<file path="config.mk">
export PLATFORM = sky130hd
export DESIGN_NAME = mminmax_stream
export DESIGN_NICKNAME = d
export VERILOG_FILES = /design/src/rtl/mminmax_stream.sv
export SDC_FILE = /design/constraint.sdc
export NUM_CORES = 1
export LEC_CHECK = 0
export ABC_CLOCK_PERIOD_IN_PS = 1850
export BUFFER_PORTS_ARGS = -buffer_cell sky130_fd_sc_hd__buf_2
export CAP_MARGIN = 20
export CORE_MARGIN = 3
export CORE_UTILIZATION = 44
export DETAILED_ROUTE_END_ITERATION = 7
export HOLD_SLACK_MARGIN = 0.12
export PLACE_DENSITY = 0.69
export SLEW_MARGIN = 30
export SYNTH_ARGS = -nofsm -noshare
export SYNTH_HDL_FRONTEND = slang
export SYNTH_SLANG_ARGS = --single-unit
</file>
<file path="constraint.sdc">
create_clock -name clk -period 1.85 [get_ports clk]
set_input_delay 0.2775 -clock clk [delete_from_list [all_inputs] [get_ports clk]]
set_output_delay 0.2775 -clock clk [all_outputs]
set_load 0.05 [all_outputs]
</file>
<file path="src/rtl/mminmax_stream.sv">
// -----------------------------------------------------------------------------
// mminmax_stream
//
// Streaming extremum finder. A frame of up to DEPTH samples arrives over a
// valid/ready input. The block tracks either the minimum or the maximum of the
// frame together with the 0-based position of that extremum, then presents the
// result on a valid/ready output and holds it until it is taken.
//
// The frame ends on the sample flagged with in_last, or implicitly on the
// DEPTH-th sample. Ties keep the earliest index. The mode (min or max) is
// latched from smin/smax together with the first sample of a frame; it selects
// max only when smax=1 and smin=0, and min otherwise.
//
// Ports
//   clk        in   1       rising-edge clock
//   rst_n      in   1       synchronous reset, active-low
//   smin       in   1       select minimum (sampled with first sample)
//   smax       in   1       select maximum (sampled with first sample)
//   in_valid   in   1       sample valid
//   in_ready   out  1       block can accept a sample (low while holding)
//   in_data    in   WIDTH   sample
//   in_last    in   1       final sample of the frame
//   out_valid  out  1       result valid, held until accepted
//   out_ready  in   1       downstream accepts result
//   res_high   out  WIDTH   upper result half, always zero
//   res_low    out  WIDTH   extremum value of the frame
//   res_idx    out  IDXW    0-based position of the extremum
//   res_cnt    out  IDXW+1  number of samples in the frame (1..DEPTH)
// -----------------------------------------------------------------------------
module mminmax_stream #(
  parameter int WIDTH  = 4,
  parameter int DEPTH  = 8,
  parameter int SIGNED = 0,
  localparam int IDXW  = $clog2(DEPTH)
) (
  input  logic              clk,
  input  logic              rst_n,
  input  logic              smin,
  input  logic              smax,
  input  logic              in_valid,
  output logic              in_ready,
  input  logic [WIDTH-1:0]  in_data,
  input  logic              in_last,
  output logic              out_valid,
  input  logic              out_ready,
  output logic [WIDTH-1:0]  res_high,
  output logic [WIDTH-1:0]  res_low,
  output logic [IDXW-1:0]   res_idx,
  output logic [IDXW:0]     res_cnt
);

  localparam logic [1:0] S_IDLE = 2'd0;
  localparam logic [1:0] S_ACC  = 2'd1;
  localparam logic [1:0] S_HOLD = 2'd2;

  localparam logic [IDXW:0] L_DEPTH = (IDXW+1)'(DEPTH);

  // Strict improvement test: a candidate replaces the running extremum only
  // when it is strictly smaller (min) or strictly larger (max), so ties keep
  // the earliest index.
  function automatic logic f_better(input logic [WIDTH-1:0] cand,
                                    input logic [WIDTH-1:0] cur,
                                    input logic             mode_max);
    logic gt;
    logic lt;
    if (SIGNED != 0) begin
      gt = $signed(cand) > $signed(cur);
      lt = $signed(cand) < $signed(cur);
    end else begin
      gt = cand > cur;
      lt = cand < cur;
    end
    return mode_max ? gt : lt;
  endfunction

  // Working state for the frame in progress
  logic [1:0]       r_state;
  logic [WIDTH-1:0] r_ext;
  logic [IDXW-1:0]  r_idx;
  logic [IDXW:0]    r_cnt;
  logic             r_mode_max;

  // Result registers: kept separate from the working state so the outputs
  // keep the last delivered result while a new frame accumulates.
  logic [WIDTH-1:0] r_res_low;
  logic [IDXW-1:0]  r_res_idx;
  logic [IDXW:0]    r_res_cnt;

  logic             w_accept;
  logic             w_deliver;
  logic [IDXW:0]    w_cnt_inc;
  logic             w_better;
  logic [WIDTH-1:0] w_ext_nxt;
  logic [IDXW-1:0]  w_idx_nxt;
  logic [IDXW:0]    w_cnt_nxt;
  logic             w_end;

  assign in_ready  = (r_state != S_HOLD);
  assign out_valid = (r_state == S_HOLD);
  assign res_high  = '0;
  assign res_low   = r_res_low;
  assign res_idx   = r_res_idx;
  assign res_cnt   = r_res_cnt;

  assign w_accept  = in_valid & in_ready;
  assign w_deliver = out_valid & out_ready;
  assign w_cnt_inc = r_cnt + 1'b1;
  assign w_better  = f_better(in_data, r_ext, r_mode_max);

  // Candidate working state if the current input sample is accepted.
  // The first sample of a frame seeds the extremum unconditionally.
  always_comb begin
    w_ext_nxt = r_ext;
    w_idx_nxt = r_idx;
    w_cnt_nxt = r_cnt;
    w_end     = 1'b0;
    if (r_state == S_IDLE) begin
      w_ext_nxt = in_data;
      w_idx_nxt = '0;
      w_cnt_nxt = (IDXW+1)'(1);
      w_end     = in_last;
    end else begin
      w_cnt_nxt = w_cnt_inc;
      if (w_better) begin
        w_ext_nxt = in_data;
        // The new sample's position equals the count of samples seen so far;
        // in ACC that count is always below DEPTH, so it fits in IDXW bits.
        w_idx_nxt = r_cnt[IDXW-1:0];
      end
      // Implicit frame end when the DEPTH-th sample is taken
      w_end = in_last | (w_cnt_inc == L_DEPTH);
    end
  end

  always_ff @(posedge clk) begin
    if (!rst_n) begin
      r_state    <= S_IDLE;
      r_ext      <= '0;
      r_idx      <= '0;
      r_cnt      <= '0;
      r_mode_max <= 1'b0;
      r_res_low  <= '0;
      r_res_idx  <= '0;
      r_res_cnt  <= '0;
    end else begin
      case (r_state)
        S_IDLE, S_ACC: begin
          if (w_accept) begin
            r_ext <= w_ext_nxt;
            r_idx <= w_idx_nxt;
            r_cnt <= w_cnt_nxt;
            if (r_state == S_IDLE) begin
              r_mode_max <= smax & ~smin;
            end
            if (w_end) begin
              r_res_low <= w_ext_nxt;
              r_res_idx <= w_idx_nxt;
              r_res_cnt <= w_cnt_nxt;
              r_state   <= S_HOLD;
            end else begin
              r_state   <= S_ACC;
            end
          end
        end
        S_HOLD: begin
          // No input is taken here; the next frame can start only on the
          // cycle after the result is delivered.
          if (w_deliver) begin
            r_state <= S_IDLE;
          end
        end
        default: begin
          r_state <= S_IDLE;
        end
      endcase
    end
  end

endmodule

</file>
# Word level (Yosys, flattened, before mapping)

Index checks and enable logic that the tools add are counted.

Add/subtract/negate cells: 1
Multipliers: 0
Divide/modulo/power cells: 0
$lt $le $gt $ge: 2
Eq/ne operators: 6
Shift operators: 0
Mux-type cells: 11
Bitwise operators: 5
Reductions and logical operators: 6

Operators by type and width:

| operator                                              | number |
|---|---|
| 2-to-1 mux 4 bit                                      | 3 |
| 2-to-1 mux 2 bit                                      | 3 |
| 2-to-1 mux 3 bit                                      | 2 |
| AND reduction 3 bit                                   | 2 |
| adder 4 x 1 -> 4 bit, second input constant           | 1 |
| equality test 4 bit, second input constant            | 1 |
| greater-than comparator 4 bit                         | 1 |
| < comparator 4 bit                                    | 1 |
| inequality test 2 bit, second input constant          | 2 |
| case mux 2 bit (2 select lines)                       | 1 |
| AND reduction 2 bit                                   | 2 |
| AND 1 bit                                             | 3 |
| equality test 2 x 1 -> 1 bit, second input constant   | 1 |
| equality test 2 bit, second input constant            | 1 |
| logical NOT 2 bit                                     | 1 |
| 2-to-1 mux 1 bit                                      | 2 |
| inequality test 2 x 1 -> 1 bit, second input constant | 1 |
| OR reduction 2 bit                                    | 1 |
| inverter 1 bit                                        | 1 |
| bitwise OR 1 bit                                      | 1 |

Flip-flop bits (word level): 25
Latch bits: 0
Bits in writable memories: 0
Bits in read-only memories: 0
Input port bits: 11
Output and inout port bits: 17
Logic and storage cells: 39
Memories: 0

# Depth between registers and ports, before layout

Gate-level depths: netlist (run 1).

Depth in word-level cells: 7
Gate-level depth with buffers: 9
Mapped depth without buffers: 7

# Worst setup path after synthesis (run 1)

Ideal clock, no wire load.

Kind: register -> register
Start point: register r_ext[1]
End point: register r_res_idx[1], in the netlist res_idx[1]
Setup time: 0.070 ns
Data arrival time: 1.670 ns
Required time: 1.780 ns
Slack: 0.110 ns
Stages on the path, launching flop included: 10
Path buffers: 2
Period minus slack after synthesis: 1.740 ns
Path through: dfxtp_1 > inv_1 > ha_1 > nor2b_2 > o211ai_2 > and3b_1 > clkbuf_2 > buf_2 > o31a_1 > a21oi_1

Cells in the longest elaborated chain, start to end: 4
Elaborated cells on any way between the ends: 5
Those cells by class: order compare: 2; mux: 3

RTL lines:

| item                                                                       | RTL line | text |
|---|---|---|
| start, declared                                                            | 78       | `logic [WIDTH-1:0] r_ext;` |
| start signal, assigned                                                     | 149      | `r_ext <= w_ext_nxt;` |
| < comparator 4 bit / greater-than comparator 4 bit (equally long branches) | 71, 70   |  |
| 2-to-1 mux 1 bit *                                                         | 73       | `return mode_max ? gt : lt;` |
| 2-to-1 mux 3 bit *                                                         | 124      | `if (w_better) begin` |
| 2-to-1 mux 3 bit *                                                         | 117      | `if (r_state == S_IDLE) begin` |
| end signal, assigned                                                       | 157      | `r_res_idx <= w_idx_nxt;` |
| end, declared                                                              | 86       | `logic [IDXW-1:0] r_res_idx;` |

Mark *: on every way between the ends. The rest lies on a longest branch, timed or not.
A chain may end at the register's enable or synchronous reset.

# Final worst setup path (run 1)

Start point: register r_ext[1]
End point: register r_res_low[1], in the netlist res_low[1]

Cells in the longest elaborated chain, start to end: 4
Elaborated cells on any way between the ends: 5
Those cells by class: order compare: 2; mux: 3

RTL lines:

| item                                                                       | RTL line | text |
|---|---|---|
| < comparator 4 bit / greater-than comparator 4 bit (equally long branches) | 71, 70   |  |
| 2-to-1 mux 1 bit                                                           | 73       |  |
| 2-to-1 mux 4 bit *                                                         | 124      |  |
| 2-to-1 mux 4 bit *                                                         | 117      |  |
| end signal, assigned                                                       | 156      | `r_res_low <= w_ext_nxt;` |
| end, declared                                                              | 85       | `logic [WIDTH-1:0] r_res_low;` |

Marks and branches as above.

==> metrics.csv, run 1 <==
metric,value,unit
start_util,48.3,%
cap_viol_max_count,0,
ant_nets,0,
track_usage,15.2,%
yosys.cell_types.count,44,
drc,0,
final-hold-violation-count,0,
dieArea,0.00387,mm^2
crit_chain,"inv_2, ha_4, nor2b_4, o211ai_2, and3b_2, buf_6, o41a_1, a21oi_2",
fin_area,0.00167,mm^2
grt_pass1_vias,1092,
finalSetupViolCount,0,
powerDensity,676,mW/mm^2
critPathMaxStageDelay,0.37,ns
p_leak,0.000704,uW
critPathArrivalTime,2.06,ns
area_growth,20.2,%
boundaryPins,28,
viasPerCell,5.26,
clk_pin_slew,0.13,ns
ff2ff_path_depth,8,
clk_path_buf_depth,2,
synth_seq_area_share,36.0,%
ys_warn_count,0,
ys_ff_latch,25,
first_pass_iters,4,
die_w,62.2,um
async_reset_ff_share,0,%
netlist_area,0.00139,mm^2
final_util,58.0,%
grt_pass1_wl,4.90,mm
status,finished clean,
overflow,0,
drive_above_1_share,30.6,%
totalNegativeSetupSlack,0,ns
cts_root_buf,clkbuf_4,
core,0.00288,mm^2
endpoint_kind,flop,
synth_top_area_share,36.0,%
placementRows,19,
fin_nets,210,
fin_crit_sh,97.3,%
drt_iter0_markers,38,
cts_sinks,25,
synth_flop_cell,dfxtp_1,
die_h,62.2,um
grt_max_degree,33,
synth_edf_count,0,
fin_hold_ws,0.212,ns
wl_per_cell,12.8,um
crit_cells,8,
critPathKind,reg -> reg,
numCtsBuffers,3,
vdd_ir_drop_max,0.000472,V
antenna_found_initial,0,
path_delay_family,compound AO/OA/AOI/OAI gates,
synth_area_leaders,"dfxtp_1 36%, nand2_1 5.9%, ha_1 4.5%",
hold_depth,3,
critPathSlowestCell,o41a_1,
dpl.hpwl,2.18,mm
syn_inst,163,
yosys.area.top_type,dfxtp_1,
synth_most_common_cell,dfxtp_1,
synthTopCellsByCount,"25 x dfxtp_1, 22 x nand2_1, 9 x a21oi_1, 9 x nor2_1, 8 x o21ai_0",
port_buffers,23,
start_kind,flop,
vias,1237,
place_area,0.00155,mm^2
crit_required,2.11,ns
fin_crit,1.80,ns
cts_tree,yes,
rsz0062_at_grt,true,
power,1130,uW
cts_max_level,1,
cp.buffers_inverters,2,
finalClockSkew,0.00122,ns
fmaxAchievable,555,MHz
worstSkewPairLatency,0.31,ns
diodes,0,
drv_slew,0,
drt-total-wl,3.01,mm
cts_hold_buf,0,
syn_avg_cell_area,8.52,um^2
gp_congestion,0.819,
hp-class,in -> reg,
crit_fanout,5,
-- worst paths after layout --
path | start | endpoint | slack [ns]
worst max register to register | r_ext[1] | res_low[1] | 0.05
worst max-delay path | r_ext[1] | res_low[1] | 0.05
worst min-delay path | in_data[3] | r_ext[3] | 0.21
worst min register to register | r_ext[3] | r_ext[3] | 0.47
-- final cells by class --
| cell class | instances | area [um^2] |
|---|---|---|
| clock buffer | 4 | 26.3 |
| sequential | 25 | 502 |
| fill | 262 | 1210 |
| tap | 42 | 52.6 |
| timing repair buffer | 39 | 246 |
| multi-input combinational | 119 | 820 |
| inverter | 6 | 22.5 |
-- layer usage --
metal | vias to the layer above | track usage [%] | part of all wire (%)
met4 | 0 | 6.91 | 2.6
met1 | 557 | 20.8 | 44
met5 | - | 0 | 0
li1 | 630 | - | -
met2 | 41 | 23.0 | 47
met3 | 9 | 3.06 | 5.8
-- registers in the layout (all words and copies together), names as in the netlist --
register	count
r_cnt	4
r_ext	4
res_cnt	4
res_low	4
r_idx	3
res_idx	3
r_state	2
r_mode_max	1
-- cells in the final DEF, fill, tap and decap left out, drive strengths merged, types with 3 or more instances in the layout --
cell type and count:
o41a 3, o31ai 4, o31a 4, nand2 22
a21oi 9, mux2i 4, ha 5, o21ai 9
dfxtp 25, a21boi 6, nor2b 3, nand3 8
o211ai 4, conb 4, nor2 9, clkbuf 4
buf 39, inv 6, nand2b 4, o22ai 3
-- where the power goes --
part / internal, uW / leakage, uW / total (uW) / switching [uW]
Combinational: 116 / 0.000485 / 304 / 188
Clock: 84.3 / 0.0000150 / 244 / 160
Sequential: 562 / 0.000204 / 580 / 18.1
Total: 762 / 0.000704 / 1130 / 366
-- kinds of logic after synthesis --
group / Yosys count / synth area share [%]
adder cells (fa/ha/maj): 5 / 4.50
multiplexers: 5 / 3.96
AND/OR/NAND/NOR: 55 / 20.6
XOR/XNOR: 2 / 1.26
flip-flops: 25 / 36.0
other: 1 / 0.270
buffers and inverters: 22 / 8.92
AO/OA/AOI/OAI: 48 / 24.4
-- what timing repair did --
item / 4_1_cts / 5_1_grt
pin swaps: 1 / 6
setup buffers: 3 / 2
gates resized for setup: 5 / 9
setup endpoints to repair: 14 / 13
-- through the flow --
step                      std cells  worst slack, ns
after detailed placement        226           -0.138
after global placement          226         -0.00696
after floorplan                 166            0.110
after global routing            235          -0.0431
final                           235           0.0494
after CTS                       233          0.00160
-- worst min-delay path: stages --
cell     delay, ns
buf_2         0.11
nand2_1       0.05
mux2i_1       0.05
(Power assumes the default switching activity.)
==> run 2, diff against run 1 <==
--- a/config.mk
+++ b/config.mk
@@ -5,14 +5,14 @@
 export SDC_FILE = /design/constraint.sdc
 export NUM_CORES = 1
 export LEC_CHECK = 0
-export ABC_CLOCK_PERIOD_IN_PS = 1850
+export ABC_CLOCK_PERIOD_IN_PS = 1700
 export BUFFER_PORTS_ARGS = -buffer_cell sky130_fd_sc_hd__buf_2
 export CAP_MARGIN = 20
 export CORE_MARGIN = 3
 export CORE_UTILIZATION = 44
 export DETAILED_ROUTE_END_ITERATION = 7
 export HOLD_SLACK_MARGIN = 0.12
-export PLACE_DENSITY = 0.69
+export PLACE_DENSITY = 0.66
 export SLEW_MARGIN = 30
 export SYNTH_ARGS = -nofsm -noshare
 export SYNTH_HDL_FRONTEND = slang
==> constraint.sdc (replaced) <==
create_clock -name clk -period 1.7 [get_ports clk]
set_input_delay 0.255 -clock clk [delete_from_list [all_inputs] [get_ports clk]]
set_output_delay 0.255 -clock clk [all_outputs]
set_load 0.05 [all_outputs]
==> run 2 against run 1 <==
  * The flow now finishes with violations (setup timing)
  * Combinational power rose by 18%
  * Cell count rose by 2.6%
  * Wire length rose by 11%
  * Via count rose by 3.9%
  * Clock skew rose by 0.0060 ns
  * Final area rose by 4.8%
  * Sequential share of layout area fell by 1.3 points
  * Register-to-register slack got worse by 0.14 ns
  * Critical path type unchanged
  * Largest power group unchanged
==> metrics.csv, run 2 (same netlist as run 1, synthesis figures left out) <==
metric,value,unit,change
cts_max_level,1,,unchanged
setup_ws,-0.0955,ns,-0.145 ns
cap_viol_max_count,0,,unchanged
fmaxAchievable,557,MHz,+0.29%
numCtsBuffers,3,,unchanged
placementRows,19,,unchanged
dpl.hpwl,2.40,mm,+9.7%
combPwrFrac,28.5,%,+1.5 points
finalClockSkew,0.00724,ns,+0.00602 ns
die_h,62.2,um,unchanged
first_pass_iters,5,,+1
power_frac_seq,50.0,%,-1.4 points
finalSetupViolCount,14,,+14
rsz0062_at_grt,true,,
antenna_found_initial,0,,unchanged
core,0.00288,mm^2,unchanged
diodes,0,,unchanged
violations,setup timing,,
grt_max_degree,33,,unchanged
power_frac_clock,21.5,%,about the same
track_usage,18.3,%,+3.1 points
p_int,838,uW,+9.9%
drive_above_1_share,36.2,%,+5.6 points
status,"finished, violations left",,
ant_nets,0,,unchanged
crit_required,1.97,ns,-0.14 ns
totalNegativeSetupSlack,-0.875,ns,-0.875 ns
viasPerCell,5.33,,+1.3%
grt_pass1_vias,1279,,+17%
start_util,48.3,%,unchanged
final-hold-violation-count,0,,unchanged
die_w,62.2,um,unchanged
powerDensity,719,mW/mm^2,+6.3%
fin_nets,216,,+2.9%
r2r_slack,-0.1,ns,-0.14 ns
critPathKind,reg -> reg,,
fin_hold_ws,0.217,ns,+0.00483 ns
netSwitchingPower,419,uW,+15%
port_buffers,23,,unchanged
wl_per_cell,13.9,um,+8.2%
dp_slack,-0.117,ns,+0.0218 ns
slew_headroom,66.5,%,
fin_crit,1.80,ns,-0.00515 ns
drt-total-wl,3.34,mm,+11%
tightestPinTransition,0.503,ns,
power,1260,uW,+11%
clk_path_buf_depth,2,,unchanged
gp_congestion,0.874,,+6.6%
boundaryPins,28,,unchanged
swShare,33.4,%,+0.93 points
worstSkewPairLatency,0.32,ns,about the same
endpoint_kind,flop,,
overflow,0,,unchanged
fin_crit_sh,106,%,+8.3 points
cts_hold_buf,0,,unchanged
fill_cells,267,,+1.9%
cts_sinks,25,,unchanged
final_cell_mix,"24 x buf_2, 23 x dfxtp_1, 22 x nand2_1, 17 x buf_4",,
cts_root_buf,clkbuf_4,,
area_growth,25.9,%,
crit_fanout,6,,+1
hp-class,in -> reg,,
final_common_cell,buf_2,,
grt_pass1_wl,5.91,mm,+21%
p_leak,0.000741,uW,+5.3%
critPathArrivalTime,2.07,ns,about the same
drv_slew,0,,unchanged
vdd_ir_drop_max,0.000595,V,+26%
cts_tree,yes,,
clk_pin_slew,0.14,ns,about the same
start_kind,flop,,
vias,1285,,+3.9%
drt_iter0_markers,35,,-7.9%
drc,0,,unchanged
dieArea,0.00387,mm^2,unchanged
[run 2: routing by layer]
layer	share of wire [%]	track usage, %	vias up
met3	3.8	4.50	2
met4	0.33	2.49	0
met1	47	23.3	620
met2	49	32.1	24
met5	0	0	-
li1	-	-	639
[run 2: critical path, cell delays in order, from the launching register on]
cell,delay (ns)
dfxtp_2,0.36
inv_2,0.05
ha_4,0.26
nor2b_4,0.13
o211ai_2,0.10
and3b_2,0.28
buf_6,0.14
o41a_1,0.31
a21oi_2,0.11
[run 2: cell type report]
| cell class | instances | area (um^2) | share of cell area [%] |
|---|---|---|---|
| timing repair buffer | 45 | 302 | 17.2 |
| sequential | 25 | 503 | 28.8 |
| clock inverter | 1 | 5.00 | 0.286 |
| inverter | 6 | 22.5 | 1.29 |
| multi-input combinational | 119 | 842 | 48.1 |
| tap | 42 | 52.6 | 3.00 |
| clock buffer | 3 | 22.5 | 1.29 |
[run 2: metrics by stage]
stage | instances | area (um^2) | utilization [%]
floorplan | 166 | 1440 | -
global placement | 233 | 1630 | 56.8
detailed placement | 233 | 1630 | 56.8
CTS | 240 | 1720 | 59.8
global route | 241 | 1750 | 60.8
finish | 241 | 1750 | 60.8
[run 2: timing repair]
action / in CTS / in global routing
setup endpoints to repair: 14 / 17
pin swaps: 9 / 5
resized for setup: 10 / 6
buffers inserted: 2 / 1
cloned: 1 / 0
[run 2: worst paths after layout]
| check | from | cells after the start | endpoint |
|---|---|---|---|
| setup / recovery | r_ext[1] | 8 | res_low[2] |
| hold / removal | out_ready | 3 | r_state[1] |
| setup reg to reg | r_ext[1] | 8 | res_low[2] |
| hold reg to reg | r_ext[1] | 2 | r_ext[1] |
[run 2: power by group through the flow]
stage | Sequential (uW) | Clock, uW | Combinational (uW)
after floorplan | 674 | 0 | 211
after global routing | 632 | 310 | 387
after CTS | 628 | 286 | 344
after global placement | 640 | 0 | 309
final | 628 | 271 | 358
after detailed placement | 641 | 0 | 317
==> run 3, diff against run 2 <==
--- a/config.mk
+++ b/config.mk
@@ -6,13 +6,13 @@
 export NUM_CORES = 1
 export LEC_CHECK = 0
 export ABC_CLOCK_PERIOD_IN_PS = 1700
-export BUFFER_PORTS_ARGS = -buffer_cell sky130_fd_sc_hd__buf_2
+export BUFFER_PORTS_ARGS = -buffer_cell sky130_fd_sc_hd__buf_4
 export CAP_MARGIN = 20
 export CORE_MARGIN = 3
 export CORE_UTILIZATION = 44
 export DETAILED_ROUTE_END_ITERATION = 7
 export HOLD_SLACK_MARGIN = 0.12
-export PLACE_DENSITY = 0.66
+export PLACE_DENSITY = 0.77
 export SLEW_MARGIN = 30
 export SYNTH_ARGS = -nofsm -noshare
 export SYNTH_HDL_FRONTEND = slang
==> run 3 against run 2 <==
  * The run still ends with setup timing left
  * Clock skew is 0.0056 ns lower
  * Die area stayed put
  * Final area is 4.7% higher
  * First-iteration DRC count is 110% higher
  * Hold slack worse by 0.021 ns
  * Critical path type unchanged
  * Power is 3.4% higher
  * Cell count is 0.41% higher
  * Sequential share of layout area is 1.3 points lower
==> metrics.csv, run 3 (same netlist as run 1, synthesis figures left out) <==
metric,value,unit,change
fill_cells,240,,-10%
overflow,0,,unchanged
area_growth,31.9,%,
start_util,48.3,%,unchanged
drv_slew,0,,unchanged
powerDensity,710,mW/mm^2,-1.2%
netSwitchingPower,437,uW,+4.3%
use_met3,4.68,%,+0.18 points
gp_congestion,0.851,,-2.5%
swShare,33.6,%,+0.28 points
combPwrFrac,30.6,%,+2.1 points
crit_chain,"inv_2, ha_4, nor2b_4, o211ai_2, and3b_2, o31a_1, buf_4, mux2i_2",,
port_buffers,23,,unchanged
critPathArrivalTime,2.15,ns,+0.08 ns
critPathSlowestCell,dfxtp_2,,
die_w,62.2,um,unchanged
clk_path_buf_depth,2,,unchanged
first_pass_iters,4,,-1
boundaryPins,28,,unchanged
final_cell_mix,"43 x buf_4, 23 x dfxtp_1, 22 x nand2_1, 8 x nor2_1, 8 x o21ai_0",,
drt-total-wl,3.91,mm,+17%
cts_tree,yes,,
clk_pin_slew,0.13,ns,about the same
power_frac_seq,48.5,%,-1.5 points
drc,0,,unchanged
cts_root_buf,clkbuf_4,,
numCtsBuffers,3,,unchanged
cts_hold_buf,0,,unchanged
finalClockSkew,0.00164,ns,-0.00560 ns
met2_usage,32.7,%,+0.54 points
grt_max_degree,33,,unchanged
status,"finished, violations left",,
grt.busiest_layer,met2,,
drt_iter0_markers,72,,+110%
endpoint_kind,flop,,
final_util,63.7,%,+2.9 points
fin_crit,1.89,ns,+0.0961 ns
vdd_ir_drop_max,0.000582,V,-2.2%
dieArea,0.00387,mm^2,unchanged
dpl.hpwl,2.42,mm,+1.2%
crit_fanout,3,,-3
power,1300,uW,+3.4%
power_frac_clock,21.0,%,-0.5 points
critPathKind,reg -> reg,,
grt_pass1_vias,1280,,+0.078%
cts_max_level,1,,unchanged
cts_sinks,25,,unchanged
vias,1366,,+6.3%
violations,setup timing,,
grt_pass1_wl,5.93,mm,+0.36%
hp-class,in -> reg,,
use_met1,22.5,%,-0.81 points
worstSkewPairLatency,0.33,ns,about the same
final-hold-violation-count,0,,unchanged
p_leak,0.000761,uW,+2.6%
die_h,62.2,um,unchanged
finalSetupViolCount,14,,unchanged
path_delay_family,simple AND/OR/NAND/NOR gates,,
r2r_slack,-0.19,ns,-0.10 ns
ant_nets,0,,unchanged
rsz0062_at_grt,true,,
wl_per_cell,16.1,um,+16%
register_area,503,um^2,unchanged
placementRows,19,,unchanged
track_usage,18.7,%,+0.40 points
drive_above_1_share,37.0,%,+0.82 points
p_int,863,uW,+3.0%
viasPerCell,5.64,,+5.9%
cap_viol_max_count,0,,unchanged
cp.buffers_inverters,2,,unchanged
setup_ws,-0.192,ns,-0.0961 ns
multi_input_area,861,um^2,+2.2%
crit_required,1.96,ns,about the same
fin_nets,217,,+0.46%
core,0.00288,mm^2,unchanged
fin_crit_sh,111,%,+5.7 points
diodes,0,,unchanged
fmaxAchievable,529,MHz,-5.1%
start_kind,flop,,
critPathMaxStageDelay,0.37,ns,about the same
antenna_found_initial,0,,unchanged
final_common_cell,buf_4,,
-- run 3: layer usage --
layer | wire length, um | up-vias
met4 | 204 | 0
met3 | 274 | 22
met5 | 0 | -
met2 | 1890 | 66
li1 | - | 645
met1 | 1540 | 633
-- run 3: path summary, 6_finish.rpt --
path / depth (start not counted) / start / to
min reg2reg: 2 / res_cnt[2] / res_cnt[2]
max reg2reg: 8 / r_ext[1] / r_ext[1]
max: 8 / r_ext[1] / r_ext[1]
min: 3 / smin / r_mode_max
-- run 3: power groups by stage --
stage / clock network (uW) / registers, uW / logic (uW)
after floorplan: 0 / 674 / 211
after detailed placement: 0 / 641 / 332
after global routing: 300 / 633 / 426
after global placement: 0 / 640 / 322
final: 272 / 630 / 397
after CTS: 277 / 628 / 345
-- run 3: final cells by class --
cell class	count	area share, %
clock inverter	1	0.273
sequential	25	27.5
inverter	6	1.23
timing repair buffer	46	19.9
clock buffer	3	1.23
tap	42	2.87
multi-input combinational	119	47.0
-- run 3: through the flow --
stage / hold slack [ns] / setup TNS (ns) / area, um^2 / instances / setup slack (ns)
floorplan: 0.390 / -0.000225 / 1440 / 166 / -0.000225
global placement: 0.443 / -0.310 / 1660 / 229 / -0.0490
detailed placement: 0.469 / -1.12 / 1660 / 229 / -0.160
CTS: 0.193 / -1.20 / 1720 / 236 / -0.149
global route: 0.199 / -2.70 / 1830 / 242 / -0.234
finish: 0.196 / -1.88 / 1830 / 242 / -0.192
-- run 3: timing repair --
| item | CTS | global route |
|---|---|---|
| setup endpoints to repair | 14 | 15 |
| resized for setup | 2 | 19 |
| setup buffers | 3 | 5 |
| cloned | 0 | 1 |
| pin swaps | 7 | 2 |
-- run 3: worst reg2reg max path, delay by kind of cell, from the launching register on --
family          cells  cell delay [ns]
fa+ha+maj           1             0.27
flops               1             0.37
simple gates        2             0.42
mux                 1             0.18
buf+inv             2             0.20
compound gates      2             0.39
